$ cat config.mk
export PLATFORM = sky130hd
export DESIGN_NAME = bus_trace_buffer_flat
export DESIGN_NICKNAME = d
export VERILOG_FILES = /design/src/rtl/bus_trace_buffer_if.sv /design/src/rtl/bus_trace_buffer.sv /design/src/flat_wrapper.sv
export SDC_FILE = /design/constraint.sdc
export NUM_CORES = 1
export LEC_CHECK = 0
export ABC_AREA = 1
export CELL_PAD_IN_SITES_DETAIL_PLACEMENT = 0
export CELL_PAD_IN_SITES_GLOBAL_PLACEMENT = 1
export CORE_UTILIZATION = 40
export DETAILED_ROUTE_END_ITERATION = 10
export PLACE_DENSITY = 0.7
export SLEW_MARGIN = 30
export SYNTH_ARGS = -nofsm -noshare
export SYNTH_HDL_FRONTEND = slang
export SYNTH_SLANG_ARGS = --single-unit
$ cat constraint.sdc
create_clock -name clk -period 9.3 [get_ports clk]
set_clock_uncertainty 0.2 [all_clocks]
set_input_delay 0.93 -clock clk [delete_from_list [all_inputs] [get_ports clk]]
set_output_delay 0.93 -clock clk [all_outputs]
set_load 0.02 [all_outputs]
$ cat src/rtl/bus_trace_buffer_if.sv
// Trace buffer bus: traced CPU signals, capture control and readout.
interface bus_trace_buffer_if #(
    parameter int ADDR_WIDTH = 6,
    parameter int DATA_WIDTH = 16,
    parameter int DEPTH_LOG2 = 4
);
    localparam int EW = 1 + 3 * ADDR_WIDTH + DATA_WIDTH;

    logic                  sample_en;
    logic                  mem_we;
    logic [ADDR_WIDTH-1:0] mem_addr;
    logic [DATA_WIDTH-1:0] mem_data;
    logic [ADDR_WIDTH-1:0] pc;
    logic [ADDR_WIDTH-1:0] sp;
    logic                  arm;
    logic [1:0]            trig_mode;
    logic [ADDR_WIDTH-1:0] trig_addr;
    logic                  rd_en;
    logic [EW-1:0]         rd_data;
    logic                  rd_valid;
    logic                  empty;
    logic [DEPTH_LOG2:0]   count;
    logic [DEPTH_LOG2-1:0] trig_idx;
    logic [1:0]            state;

    modport master (
        output sample_en, mem_we, mem_addr, mem_data, pc, sp,
        output arm, trig_mode, trig_addr, rd_en,
        input  rd_data, rd_valid, empty, count, trig_idx, state
    );

    modport slave (
        input  sample_en, mem_we, mem_addr, mem_data, pc, sp,
        input  arm, trig_mode, trig_addr, rd_en,
        output rd_data, rd_valid, empty, count, trig_idx, state
    );
endinterface

$ cat src/rtl/bus_trace_buffer.sv
// Circular capture buffer for the CPU bus with trigger, post-trigger
// window and oldest-first readout.
module bus_trace_buffer #(
    parameter int ADDR_WIDTH = 6,
    parameter int DATA_WIDTH = 16,
    parameter int DEPTH_LOG2 = 4,
    parameter int POST_TRIG  = 8
) (
    input logic               clk,
    input logic               rst_n,
    bus_trace_buffer_if.slave bus
);
    localparam int DEPTH = 2 ** DEPTH_LOG2;
    localparam int CW    = DEPTH_LOG2 + 1;
    localparam int EW    = 1 + 3 * ADDR_WIDTH + DATA_WIDTH;

    localparam logic [1:0] S_IDLE  = 2'd0;
    localparam logic [1:0] S_ARMED = 2'd1;
    localparam logic [1:0] S_POST  = 2'd2;
    localparam logic [1:0] S_DONE  = 2'd3;

    localparam logic [CW-1:0] FULL = CW'(DEPTH);

    if (POST_TRIG > DEPTH - 1) begin : g_bad_post_trig
        $error("POST_TRIG must not exceed 2**DEPTH_LOG2-1");
    end

    logic [1:0]            state_q, state_d;
    logic [DEPTH_LOG2-1:0] wr_ptr_q, wr_ptr_d;
    logic [CW-1:0]         count_q, count_d;
    logic [DEPTH_LOG2-1:0] post_cnt_q, post_cnt_d;
    logic [DEPTH_LOG2-1:0] trig_idx_q, trig_idx_d;
    logic                  rd_valid_q, rd_valid_d;
    logic [EW-1:0]         rd_data_q, rd_data_d;
    logic [EW-1:0]         ram_q [DEPTH];

    logic [EW-1:0]         entry;
    logic [DEPTH_LOG2-1:0] wr_addr;
    logic [DEPTH_LOG2-1:0] rd_ptr;
    logic                  wr_en;
    logic                  hit;

    assign entry = {bus.mem_we, bus.mem_addr, bus.mem_data,
                    bus.pc, bus.sp};

    // wr_ptr is frozen in DONE, so shrinking count walks rd_ptr forward.
    assign rd_ptr = wr_ptr_q - count_q[DEPTH_LOG2-1:0];

    always_comb begin
        hit = 1'b0;
        unique case (bus.trig_mode)
            2'd0:    hit = 1'b1;
            2'd1:    hit = bus.mem_we && (bus.mem_addr == bus.trig_addr);
            2'd2:    hit = (bus.pc == bus.trig_addr);
            default: hit = bus.mem_we;
        endcase
    end

    always_comb begin
        state_d    = state_q;
        wr_ptr_d   = wr_ptr_q;
        count_d    = count_q;
        post_cnt_d = post_cnt_q;
        trig_idx_d = trig_idx_q;
        rd_valid_d = 1'b0;
        rd_data_d  = rd_data_q;
        wr_en      = 1'b0;
        wr_addr    = wr_ptr_q;
        if (bus.arm) begin
            state_d    = S_ARMED;
            wr_en      = bus.sample_en;
            wr_addr    = '0;
            wr_ptr_d   = {{(DEPTH_LOG2-1){1'b0}}, bus.sample_en};
            count_d    = {{DEPTH_LOG2{1'b0}}, bus.sample_en};
            post_cnt_d = '0;
        end else begin
            unique case (1'b1)
                state_q == S_ARMED: begin
                    if (bus.sample_en) begin
                        wr_en = 1'b1;
                        if (hit) begin
                            post_cnt_d = DEPTH_LOG2'(POST_TRIG);
                            state_d = (POST_TRIG == 0) ? S_DONE : S_POST;
                        end
                    end
                end
                state_q == S_POST: begin
                    if (bus.sample_en) begin
                        wr_en      = 1'b1;
                        post_cnt_d = post_cnt_q - 1'b1;
                        if (post_cnt_q == DEPTH_LOG2'(1)) state_d = S_DONE;
                    end
                end
                state_q == S_DONE: begin
                    if (bus.rd_en && count_q != '0) begin
                        rd_valid_d = 1'b1;
                        rd_data_d  = ram_q[rd_ptr];
                        count_d    = count_q - 1'b1;
                    end
                end
                default: ;
            endcase
            if (wr_en) begin
                wr_ptr_d = wr_ptr_q + 1'b1;
                count_d  = (count_q == FULL) ? count_q : count_q + 1'b1;
            end
        end
        if (state_d == S_DONE && state_q != S_DONE)
            trig_idx_d = DEPTH_LOG2'(count_d - CW'(POST_TRIG + 1));
    end

    always_ff @(posedge clk) begin
        if (wr_en) ram_q[wr_addr] <= entry;
    end

    always_ff @(posedge clk or negedge rst_n) begin
        if (!rst_n) begin
            state_q    <= S_IDLE;
            wr_ptr_q   <= '0;
            count_q    <= '0;
            post_cnt_q <= '0;
            trig_idx_q <= '0;
            rd_valid_q <= 1'b0;
            rd_data_q  <= '0;
        end else begin
            state_q    <= state_d;
            wr_ptr_q   <= wr_ptr_d;
            count_q    <= count_d;
            post_cnt_q <= post_cnt_d;
            trig_idx_q <= trig_idx_d;
            rd_valid_q <= rd_valid_d;
            rd_data_q  <= rd_data_d;
        end
    end

    assign bus.state    = state_q;
    assign bus.count    = count_q;
    assign bus.empty    = (count_q == '0);
    assign bus.trig_idx = trig_idx_q;
    assign bus.rd_valid = rd_valid_q;
    assign bus.rd_data  = rd_data_q;
endmodule

$ cat src/flat_wrapper.sv
// flat-port wrapper written by rule: the top's interface ports become plain ports
module bus_trace_buffer_flat 
#(
    parameter int ADDR_WIDTH = 6,
    parameter int DATA_WIDTH = 16,
    parameter int DEPTH_LOG2 = 4,
    parameter int POST_TRIG  = 8
)
  (clk, rst_n, bus_sample_en, bus_mem_we, bus_mem_addr, bus_mem_data, bus_pc, bus_sp, bus_arm, bus_trig_mode, bus_trig_addr, bus_rd_en, bus_rd_data, bus_rd_valid, bus_empty, bus_count, bus_trig_idx, bus_state);
  bus_trace_buffer_if #(.ADDR_WIDTH(ADDR_WIDTH), .DATA_WIDTH(DATA_WIDTH), .DEPTH_LOG2(DEPTH_LOG2)) bus_i ();
  input logic clk;
  input logic rst_n;
  input wire logic [$bits(bus_i.sample_en)-1:0] bus_sample_en;
  input wire logic [$bits(bus_i.mem_we)-1:0] bus_mem_we;
  input wire logic [$bits(bus_i.mem_addr)-1:0] bus_mem_addr;
  input wire logic [$bits(bus_i.mem_data)-1:0] bus_mem_data;
  input wire logic [$bits(bus_i.pc)-1:0] bus_pc;
  input wire logic [$bits(bus_i.sp)-1:0] bus_sp;
  input wire logic [$bits(bus_i.arm)-1:0] bus_arm;
  input wire logic [$bits(bus_i.trig_mode)-1:0] bus_trig_mode;
  input wire logic [$bits(bus_i.trig_addr)-1:0] bus_trig_addr;
  input wire logic [$bits(bus_i.rd_en)-1:0] bus_rd_en;
  output wire logic [$bits(bus_i.rd_data)-1:0] bus_rd_data;
  output wire logic [$bits(bus_i.rd_valid)-1:0] bus_rd_valid;
  output wire logic [$bits(bus_i.empty)-1:0] bus_empty;
  output wire logic [$bits(bus_i.count)-1:0] bus_count;
  output wire logic [$bits(bus_i.trig_idx)-1:0] bus_trig_idx;
  output wire logic [$bits(bus_i.state)-1:0] bus_state;
  assign bus_i.sample_en = bus_sample_en;
  assign bus_i.mem_we = bus_mem_we;
  assign bus_i.mem_addr = bus_mem_addr;
  assign bus_i.mem_data = bus_mem_data;
  assign bus_i.pc = bus_pc;
  assign bus_i.sp = bus_sp;
  assign bus_i.arm = bus_arm;
  assign bus_i.trig_mode = bus_trig_mode;
  assign bus_i.trig_addr = bus_trig_addr;
  assign bus_i.rd_en = bus_rd_en;
  assign bus_rd_data = bus_i.rd_data;
  assign bus_rd_valid = bus_i.rd_valid;
  assign bus_empty = bus_i.empty;
  assign bus_count = bus_i.count;
  assign bus_trig_idx = bus_i.trig_idx;
  assign bus_state = bus_i.state;
  bus_trace_buffer #(.ADDR_WIDTH(ADDR_WIDTH), .DATA_WIDTH(DATA_WIDTH), .DEPTH_LOG2(DEPTH_LOG2), .POST_TRIG(POST_TRIG)) u_core (.clk(clk), .rst_n(rst_n), .bus(bus_i));
endmodule
==> results of run 1 <==
## sequential cells by signal, summed over array words and instances (netlist names)
register / cells
u_core.bus.rd_valid: 1
u_core.bus.count: 5
u_core.post_cnt_q: 4
u_core.ram_q: 560
u_core.bus.trig_idx: 4
u_core.wr_ptr_q: 4
u_core.bus.rd_data: 35
u_core.bus.state: 2
## worst max-delay path, stage by stage
cell	delay, ps
clkdlybuf4s50_1	760
clkinv_1	600
a21oi_1	420
o211ai_1	420
nor2_4	700
buf_4	470
## area by class of cell
cell class,instances,area (sq um)
fill,5202,31900
sequential,615,18200
multi-input combinational,899,5890
clock buffer,90,1850
timing repair buffer,126,1240
tap,782,978
clock inverter,29,353
inverter,57,216
## layout by cell type, fill, tap and decap left out, types with 12 or more instances in the layout
master | netlist | final
edfxtp_1 | 560 | 560
o21ai_0 | 154 | 154
nor2_1 | 169 | 153
mux2i_1 | 140 | 140
o221ai_1 | 140 | 140
nand2_1 | 117 | 117
clkdlybuf4s50_1 | 0 | 94
clkbuf_16 | 0 | 71
nand3_1 | 58 | 58
dfrtp_1 | 55 | 55
inv_1 | 50 | 49
o211ai_1 | 36 | 36
o21a_1 | 35 | 35
buf_4 | 14 | 27
clkbuf_1 | 58 | 19
nor2_4 | 0 | 17
clkinv_1 | 1 | 13
ha_1 | 13 | 12
## synth_stat cells (all sizes together), types with 9 or more instances
cell,number,area [sq um]
o21ai,158,795
mux2i,140,1400
nand3,60,310
clkbuf,58,218
edfxtp,560,16800
o21a,35,263
nor2,170,641
ha,13,163
inv,56,210
o211ai,36,270
dfrtp,55,1380
a21oi,9,56.3
nand2,117,439
buf,50,289
o221ai,140,1230
## how the worst max path moves through the flow
stage | cells after the start | endpoint | slack, ps | from
6_report | 6 | u_core.ram_q[1][29] | 5010 | bus_arm
5_1_grt | 6 | u_core.ram_q[3][21] | 4800 | bus_arm
4_1_cts | 6 | u_core.ram_q[3][21] | 5060 | bus_arm
3_5_place_dp | 6 | u_core.ram_q[3][25] | 4460 | bus_arm
3_3_place_gp | 6 | u_core.ram_q[3][18] | 4460 | bus_arm
2_1_floorplan | 5 | u_core.ram_q[10][0] | 5470 | bus_arm
## metrics by stage
stage / setup slack, ps / util / hold WS [ps]
after floorplan: 5470 / - / 287
after global placement: 4460 / 0.437 / 273
after detailed placement: 4460 / 0.437 / 271
after CTS: 5060 / 0.474 / 34.4
after global routing: 4800 / 0.474 / 54.1
final: 5010 / 0.474 / 42.3
## power groups by stage
stage | Combinational [W] | Clock, W | Sequential (W)
floorplan | 0.00251 | 0 | 0.00344
global placement | 0.00371 | 0 | 0.00335
detailed placement | 0.00377 | 0 | 0.00335
CTS | 0.00379 | 0.00272 | 0.00329
global route | 0.00412 | 0.00283 | 0.00331
finish | 0.00376 | 0.00266 | 0.00329
## cells by family (layout without fill, tap and decap cells)
logic type / Yosys count / after routing
AOI/OAI and AO/OA: 381 / 381
xor gates and xnor gates: 6 / 6
adders and majority gates: 14 / 14
buffers and inverters: 165 / 302
DFF: 615 / 615
muxes: 140 / 140
and+or+nand+nor: 358 / 358
## routing by layer
layer | up-vias | wire length [um] | global-route usage
met5 | - | 0 | 0
met4 | 0 | 1100 | 0.0582
met3 | 73 | 2920 | 0.0306
met2 | 379 | 29600 | 0.322
met1 | 7336 | 25700 | 0.252
li1 | 6649 | - | -
==> metrics.md, run 1 <==
| Metric | Value |
|---|---|
| Sinks on Clock Net | 615 |
| Synthesized area | 24600 sq um |
| Post-CTS sizing | 0 |
| Sw Share | 0.372 |
| Main synth FF type | edfxtp_1 |
| Die width | 250 um |
| Final Hold Vio Count | 0 |
| Fmax | 233 MHz |
| Total setup buffers inserted after CTS | 0 |
| Max-cap viol count | 0 |
| I/O pins | 96 |
| Synth Area in Simple Gates | 0.0591 |
| Comb pwr share | 0.387 |
| Initial Util | 0.407 |
| Register share of total power | 0.338 |
| Port bufs | 95 |
| Root Driver | clkbuf_16 |
| Maximum vdd drop | 0.000419 V |
| Adder-Cell Fraction of Synth Area | 0.00741 |
| Clk buf depth | 3 |
| Vias in the first global route | 14.5k |
| Yosys warns | 0 |
| Average wire per standard cell | 22.9 um |
| Largest net degree at the start of global routing | 207 |
| Internal | 0.00610 W |
| Async set or reset register ratio after synthesis | 0.0894 |
| Layout area overhead | 16.5% |
| WP data required | 9350 ps |
| Run status | completed |
| Reg2reg path depth | 9 |
| Worst setup SP type | input pin |
| Post-synthesis mux area share | 0.0569 |
| Minimum clock period | 4290 ps |
| Setup Crit Path Kind | input pin to register |
| Number of enable flip-flop cells after synthesis | 560 |
| Setup violators final | 0 |
| Worst hold-check path type | input pin to asynchronous set/reset pin |
| RSZ-0062 raised after global routing | false |
| Worst-skew pair later-pin latency | 610 ps |
| # placed instances | 2478 |
| Drt via density | 5.56 |
| Post-CTS Hold Buffers | 0 |
| Post-route ant nets | 0 |
| H-tree levels | 3 |
| Post-route cell area | 28700 sq um |
| Drt first pass iters | 5 |
| Clock-pin slew on the worst setup and hold paths | 70 ps |
| Core ar. | 60600 sq um |
| Proportion of layout cells with a drive suffix above 1 | 0.0831 |
| Nets | 1827 |
| Post-Synthesis Cells | 1679 |
| Worst setup EP type | register |
| Avg Cell Area, Syn | 14.7 sq um |
| Main combinational cell family by area after synthesis | compound AO/OA/AOI/OAI gates |
| CTS Buf Count | 66 |
| Register area share after synthesis | 0.738 |
| # diodes | 0 |
| Placed inst area | 26500 sq um |
| Die Area | 62600 sq um |
| Critical path arrival | 4330 ps |
| First-pass GRT wire length | 89900 um |
| R2r endpoint | u_core.bus.rd_data[22] |
| Post-synth cell types | 34 |
| Reg-to-reg slack, setup | 5190 ps |
| Power share of the clock group | 0.274 |
| Fin cells | 2598 |
| DRT iter0 DRCs | 1242 |
| Worst-margin pin slew | 960 ps |
| Sw Pwr | 0.00361 W |
| Final period util | 0.461 |
| Slew headroom | 0.357 |
| Setup_tns | 0 ps |
| Number of synthesized register bits | 615 |
| Hpwl dp | 31900 um |
| Xor-xnor portion of the synthesized cell area | 0.00244 |
| Final routed DRC violation total | 0 |
| P_leak | 9.78 nW |
| Rows | 90 |
| Worst Path Max Fanout | 19 |
| GR Overflow Total | 0 |
| CTS tree | done |
| Final slew viol count | 0 |
| Origin of the critical flop-to-flop path | u_core.wr_ptr_q[0] |
| Mapped Nets | 1741 |
| Total chip power | 0.00972 W |
| Pwr/cell area | 338 nW/um^2 |
| Vias | 14.4k |
| GRT Total Usage | 0.190 |
| Initial antenna violation count | 0 |
| Chip height | 250 um |
| Final wirelength | 59400 um |
| Compound-Gate Fraction of Synth Area | 0.107 |
| GPL Wtd Cong | 0.763 |
Power figures use the tool's default switching activity.
==> inputs of run 2 (changes only) <==
--- a/config.mk
+++ b/config.mk
@@ -10,7 +10,7 @@
 export CELL_PAD_IN_SITES_GLOBAL_PLACEMENT = 1
 export CORE_UTILIZATION = 40
 export DETAILED_ROUTE_END_ITERATION = 10
-export PLACE_DENSITY = 0.7
+export PLACE_DENSITY = 0.73
 export SLEW_MARGIN = 30
 export SYNTH_ARGS = -nofsm -noshare
 export SYNTH_HDL_FRONTEND = slang
==> constraint.sdc (replaced) <==
create_clock -name clk -period 3.5 [get_ports clk]
set_clock_uncertainty 0.2 [all_clocks]
set_input_delay 0.35 -clock clk [delete_from_list [all_inputs] [get_ports clk]]
set_output_delay 0.35 -clock clk [all_outputs]
set_load 0.02 [all_outputs]
==> metrics.md, run 2 (synthesis gave the netlist of run 1 again) <==
| Metric | Value |
|---|---|
| Run status | completed |
| Worst setup SP type | register |
| First-pass GRT wire length | 92900 um |
| Max-cap viol count | 0 |
| Root Driver | clkbuf_16 |
| Final slew viol count | 0 |
| Vias | 14.8k |
| Total chip power | 0.0261 W |
| Nets | 1866 |
| Port bufs | 95 |
| Largest net degree at the start of global routing | 85 |
| Die width | 250 um |
| H-tree levels | 3 |
| Worst-skew pair later-pin latency | 580 ps |
| GRT Total Usage | 0.198 |
| Initial Util | 0.407 |
| Fillers | 5098 |
| Final wirelength | 61900 um |
| Post-route cell area | 29200 sq um |
| Pwr/cell area | 894 nW/um^2 |
| Post-CTS sizing | 0 |
| Final Util | 0.482 |
| I/O pins | 96 |
| Worst Path Max Fanout | 40 |
| DRT iter0 DRCs | 1363 |
| Drt via density | 5.62 |
| Rows | 90 |
| # diodes | 0 |
| Clk buf depth | 3 |
| Sinks on Clock Net | 615 |
| Average wire per standard cell | 23.5 um |
| Die Area | 62600 sq um |
| Maximum vdd drop | 0.000560 V |
| Setup Crit Path Kind | register to register |
| Most frequent cells in the layout | edfxtp_1, o21ai_0, nor2_1 |
| Chip height | 250 um |
| Total setup buffers inserted after CTS | 0 |
| Worst-margin pin slew | 779 ps |
| Largest register by flop count | u_core.ram_q |
| Placed inst area | 27100 sq um |
| Final Hold Vio Count | 0 |
| Drt first pass iters | 5 |
| CTS tree | done |
| Post-CTS Hold Buffers | 1 |
| Minimum clock period | 3250 ps |
| Clock-pin slew on the worst setup and hold paths | 60 ps |
| Worst hold-check path type | input pin to asynchronous set/reset pin |
| Worst setup EP type | register |
| WP data required | 3820 ps |
| GPL Wtd Cong | 0.781 |
| Max FFs per register | 560 |
| Slew headroom | 0.479 |
| P_leak | 10.0 nW |
| Multi-input logic area | 5890 sq um |
| Critical path arrival | 3560 ps |
| Most common cell after layout, fill and taps aside | edfxtp_1 |
| Initial antenna violation count | 1 |
| Setup_tns | 0 ps |
| Final period util | 0.928 |
| Post-route ant nets | 0 |
| Core ar. | 60600 sq um |
| Proportion of layout cells with a drive suffix above 1 | 0.106 |
| Layout area overhead | 18.6% |
| Fmax | 308 MHz |
| CTS Buf Count | 66 |
| GR Overflow Total | 0 |
| RSZ-0062 raised after global routing | false |
| Hpwl dp | 33600 um |
| Final routed DRC violation total | 0 |
| Seq. cell area | 18200 sq um |
| Setup violators final | 0 |
| Vias in the first global route | 14.8k |
[run 2: routing by layer]
layer  wire [um]  vias to the layer above  GRT usage
li1            -                     6716          -
met1       26500                     7556      0.268
met2       30100                      447      0.324
met3        3390                       92     0.0294
met4        1840                        2     0.0720
met5          17                        -          0
[run 2: area by class of cell]
class,count,area share
Clock buffer,92,0.0645
Clock inverter,28,0.00775
Inverter,57,0.00741
Multi-Input combinational cell,899,0.202
Sequential cell,615,0.623
Tap cell,782,0.0335
Timing Repair Buffer,165,0.0626
[run 2: where the power goes]
part / switching [W] / total, W / internal [W]
clock network: 0.00278 / 0.00677 / 0.00399
logic: 0.00666 / 0.0106 / 0.00395
registers: 0.000261 / 0.00875 / 0.00849
total: 0.00970 / 0.0261 / 0.0164
[run 2: per-stage QoR]
step | setup slack (ps) | hold slack [ps] | cells
floorplan | -47.7 | -146 | 1679
global placement | 297 | 263 | 2516
detailed placement | 240 | 240 | 2517
CTS | 244 | 188 | 2638
global route | 89.5 | 227 | 2638
finish | 252 | 176 | 2638
[run 2: path summary, 6_finish.rpt]
kind	startpoint	endpoint	slack (ps)	depth (start not counted)
max	u_core.wr_ptr_q[0]	u_core.bus.rd_data[34]	250	10
min	rst_n	u_core.bus.trig_idx[0]	180	2
max reg2reg	u_core.wr_ptr_q[0]	u_core.bus.rd_data[34]	250	10
min reg2reg	u_core.bus.trig_idx[3]	u_core.bus.trig_idx[3]	280	2
max in group asynchronous	rst_n	u_core.bus.rd_data[0]	2420	2
min in group clk	bus_mem_addr[4]	u_core.ram_q[3][32]	280	1
[run 2: worst max-delay path, stage by stage, from the launching register on]
cell and delay, ps:
dfrtp_1 400, inv_1 140, ha_4 190, fa_4 890, buf_12 250, buf_12 210
o21ai_0 110, o221ai_1 230, nand2_1 80, o211ai_1 280, o21a_1 170
==> inputs of run 3 (changes only) <==
--- a/config.mk
+++ b/config.mk
@@ -10,7 +10,9 @@
 export CELL_PAD_IN_SITES_GLOBAL_PLACEMENT = 1
 export CORE_UTILIZATION = 40
 export DETAILED_ROUTE_END_ITERATION = 10
+export GPL_TIMING_DRIVEN = 0
 export PLACE_DENSITY = 0.73
+export SKIP_CTS_REPAIR_TIMING = 1
 export SLEW_MARGIN = 30
 export SYNTH_ARGS = -nofsm -noshare
 export SYNTH_HDL_FRONTEND = slang
==> metrics.md, run 3 (synthesis gave the netlist of run 1 again) <==
| Metric | Value |
|---|---|
| Setup violators final | 0 |
| Fin cells | 2704 |
| First-pass GRT wire length | 95800 um |
| CTS Buf Count | 60 |
| Pre-CTS setup slack | -564 ps |
| Worst Setup SP | u_core.wr_ptr_q[0] |
| GR Overflow Total | 0 |
| Hold_ws | -18.1 ps |
| Clock-pin slew on the worst setup and hold paths | 60 ps |
| Port bufs | 94 |
| Maximum vdd drop | 0.000435 V |
| Final period util | 0.980 |
| GRT Total Usage | 0.205 |
| Root Driver | clkbuf_16 |
| I/O pins | 96 |
| RSZ-0062 raised after global routing | true |
| GPL Wtd Cong | 0.793 |
| Most common cell after layout, fill and taps aside | edfxtp_1 |
| Largest net degree at the start of global routing | 30 |
| Final WS setup | 70.1 ps |
| H-tree levels | 2 |
| CTS tree | done |
| Worst setup SP type | register |
| Die width | 250 um |
| Hpwl dp | 42500 um |
| Worst-margin pin slew | 909 ps |
| Final wirelength | 64200 um |
| Average wire per standard cell | 23.8 um |
| Origin of the critical flop-to-flop path | u_core.wr_ptr_q[0] |
| Max FFs per register | 560 |
| Sinks on Clock Net | 615 |
| # diodes | 0 |
| Reg2reg path depth | 10 |
| Layout area overhead | 20.2% |
| Reg-to-reg slack, setup | 70 ps |
| Clk buf depth | 3 |
| Initial antenna violation count | 2 |
| Core ar. | 60600 sq um |
| Final slew viol count | 0 |
| Worst Path Max Fanout | 10 |
| Nets | 1932 |
| Final Hold Vio Count | 13 |
| Chip height | 250 um |
| Worst setup EP type | register |
| Proportion of layout cells with a drive suffix above 1 | 0.115 |
| Setup Crit Path Kind | register to register |
| Fmax | 292 MHz |
| Worst hold-check path type | input pin to asynchronous set/reset pin |
| Final routed DRC violation total | 0 |
| Initial Util | 0.407 |
| Largest register by flop count | u_core.ram_q |
| Max-cap viol count | 0 |
| Drt via density | 5.58 |
| R2r endpoint | u_core.bus.rd_data[27] |
| P_leak | 10.2 nW |
| # placed instances | 2585 |
| Vias in the first global route | 15.2k |
| Die Area | 62600 sq um |
| Pwr/cell area | 908 nW/um^2 |
| Slew headroom | 0.392 |
| Critical path arrival | 3750 ps |
| Minimum clock period | 3430 ps |
| Run status | finished with violations |
| Vias | 15.1k |
| DRT iter0 DRCs | 1406 |
| Crit path to | u_core.bus.rd_data[27] |
| Failing checks | hold timing |
| Post-route ant nets | 0 |
| Worst-skew pair later-pin latency | 630 ps |
| Fillers | 5056 |
| Rows | 90 |
| WP data required | 3820 ps |
| Most frequent cells in the layout | edfxtp_1, o21ai_0, nor2_1 |
| Drt first pass iters | 5 |
## run 3: worst min path at each step
stage	from	endpoint	slack, ps	cells after the start
2_1_floorplan	rst_n	u_core.bus.count[0]	-150	0
3_3_place_gp	u_core.bus.trig_idx[3]	u_core.bus.trig_idx[3]	260	2
3_5_place_dp	rst_n	u_core.bus.trig_idx[1]	130	1
4_1_cts	rst_n	u_core.bus.state[1]	-550	1
5_1_grt	rst_n	u_core.bus.state[1]	8	2
6_report	rst_n	u_core.bus.trig_idx[1]	-20	2
## run 3: area by class of cell
| class | instances | area, sq um | share of cell area |
|---|---|---|---|
| buffer | 108 | 519 | 0.0175 |
| clock buffer | 67 | 1550 | 0.0523 |
| clock inverter | 47 | 519 | 0.0175 |
| inverter | 57 | 218 | 0.00735 |
| multi-input combinational | 899 | 5870 | 0.198 |
| sequential | 615 | 18200 | 0.614 |
| tap | 782 | 978 | 0.0330 |
| timing repair buffer | 129 | 1780 | 0.0602 |
## run 3: routing by layer
metal	vias to the layer above	share of wire	track usage
li1	6863	-	-
met1	7567	0.41	0.270
met2	565	0.50	0.349
met3	101	0.071	0.0341
met4	0	0.023	0.0596
met5	-	0	0
## run 3: per-stage QoR
stage          power [W]  instance area, sq um  TNS, ps  hold WS, ps  utilization
5_1_grt           0.0282                 29600     -153         7.66        0.489
6_report          0.0269                 29600        0        -18.1        0.489
2_1_floorplan     0.0158                 24600   -13370         -146            -
3_3_place_gp      0.0198                 26600  -886190          262        0.438
4_1_cts           0.0268                 29500   -13070         -550        0.488
3_5_place_dp      0.0201                 27500   -12450          127        0.453
## run 3: critical path, cell delays in order, from the launching register on
cell,delay [ps]
dfrtp_1,400
inv_1,130
ha_1,230
fa_1,490
buf_4,250
buf_2,380
clkbuf_1,450
o221ai_1,230
nand3_1,160
o211ai_1,200
o21a_1,170
## run 3: power by group
group | total [W] | switching (W) | internal [W] | leakage [nW]
sequential | 0.00870 | 0.000215 | 0.00849 | 5.72
clock | 0.00674 | 0.00280 | 0.00394 | 1.02
combinational | 0.0114 | 0.00758 | 0.00386 | 3.49
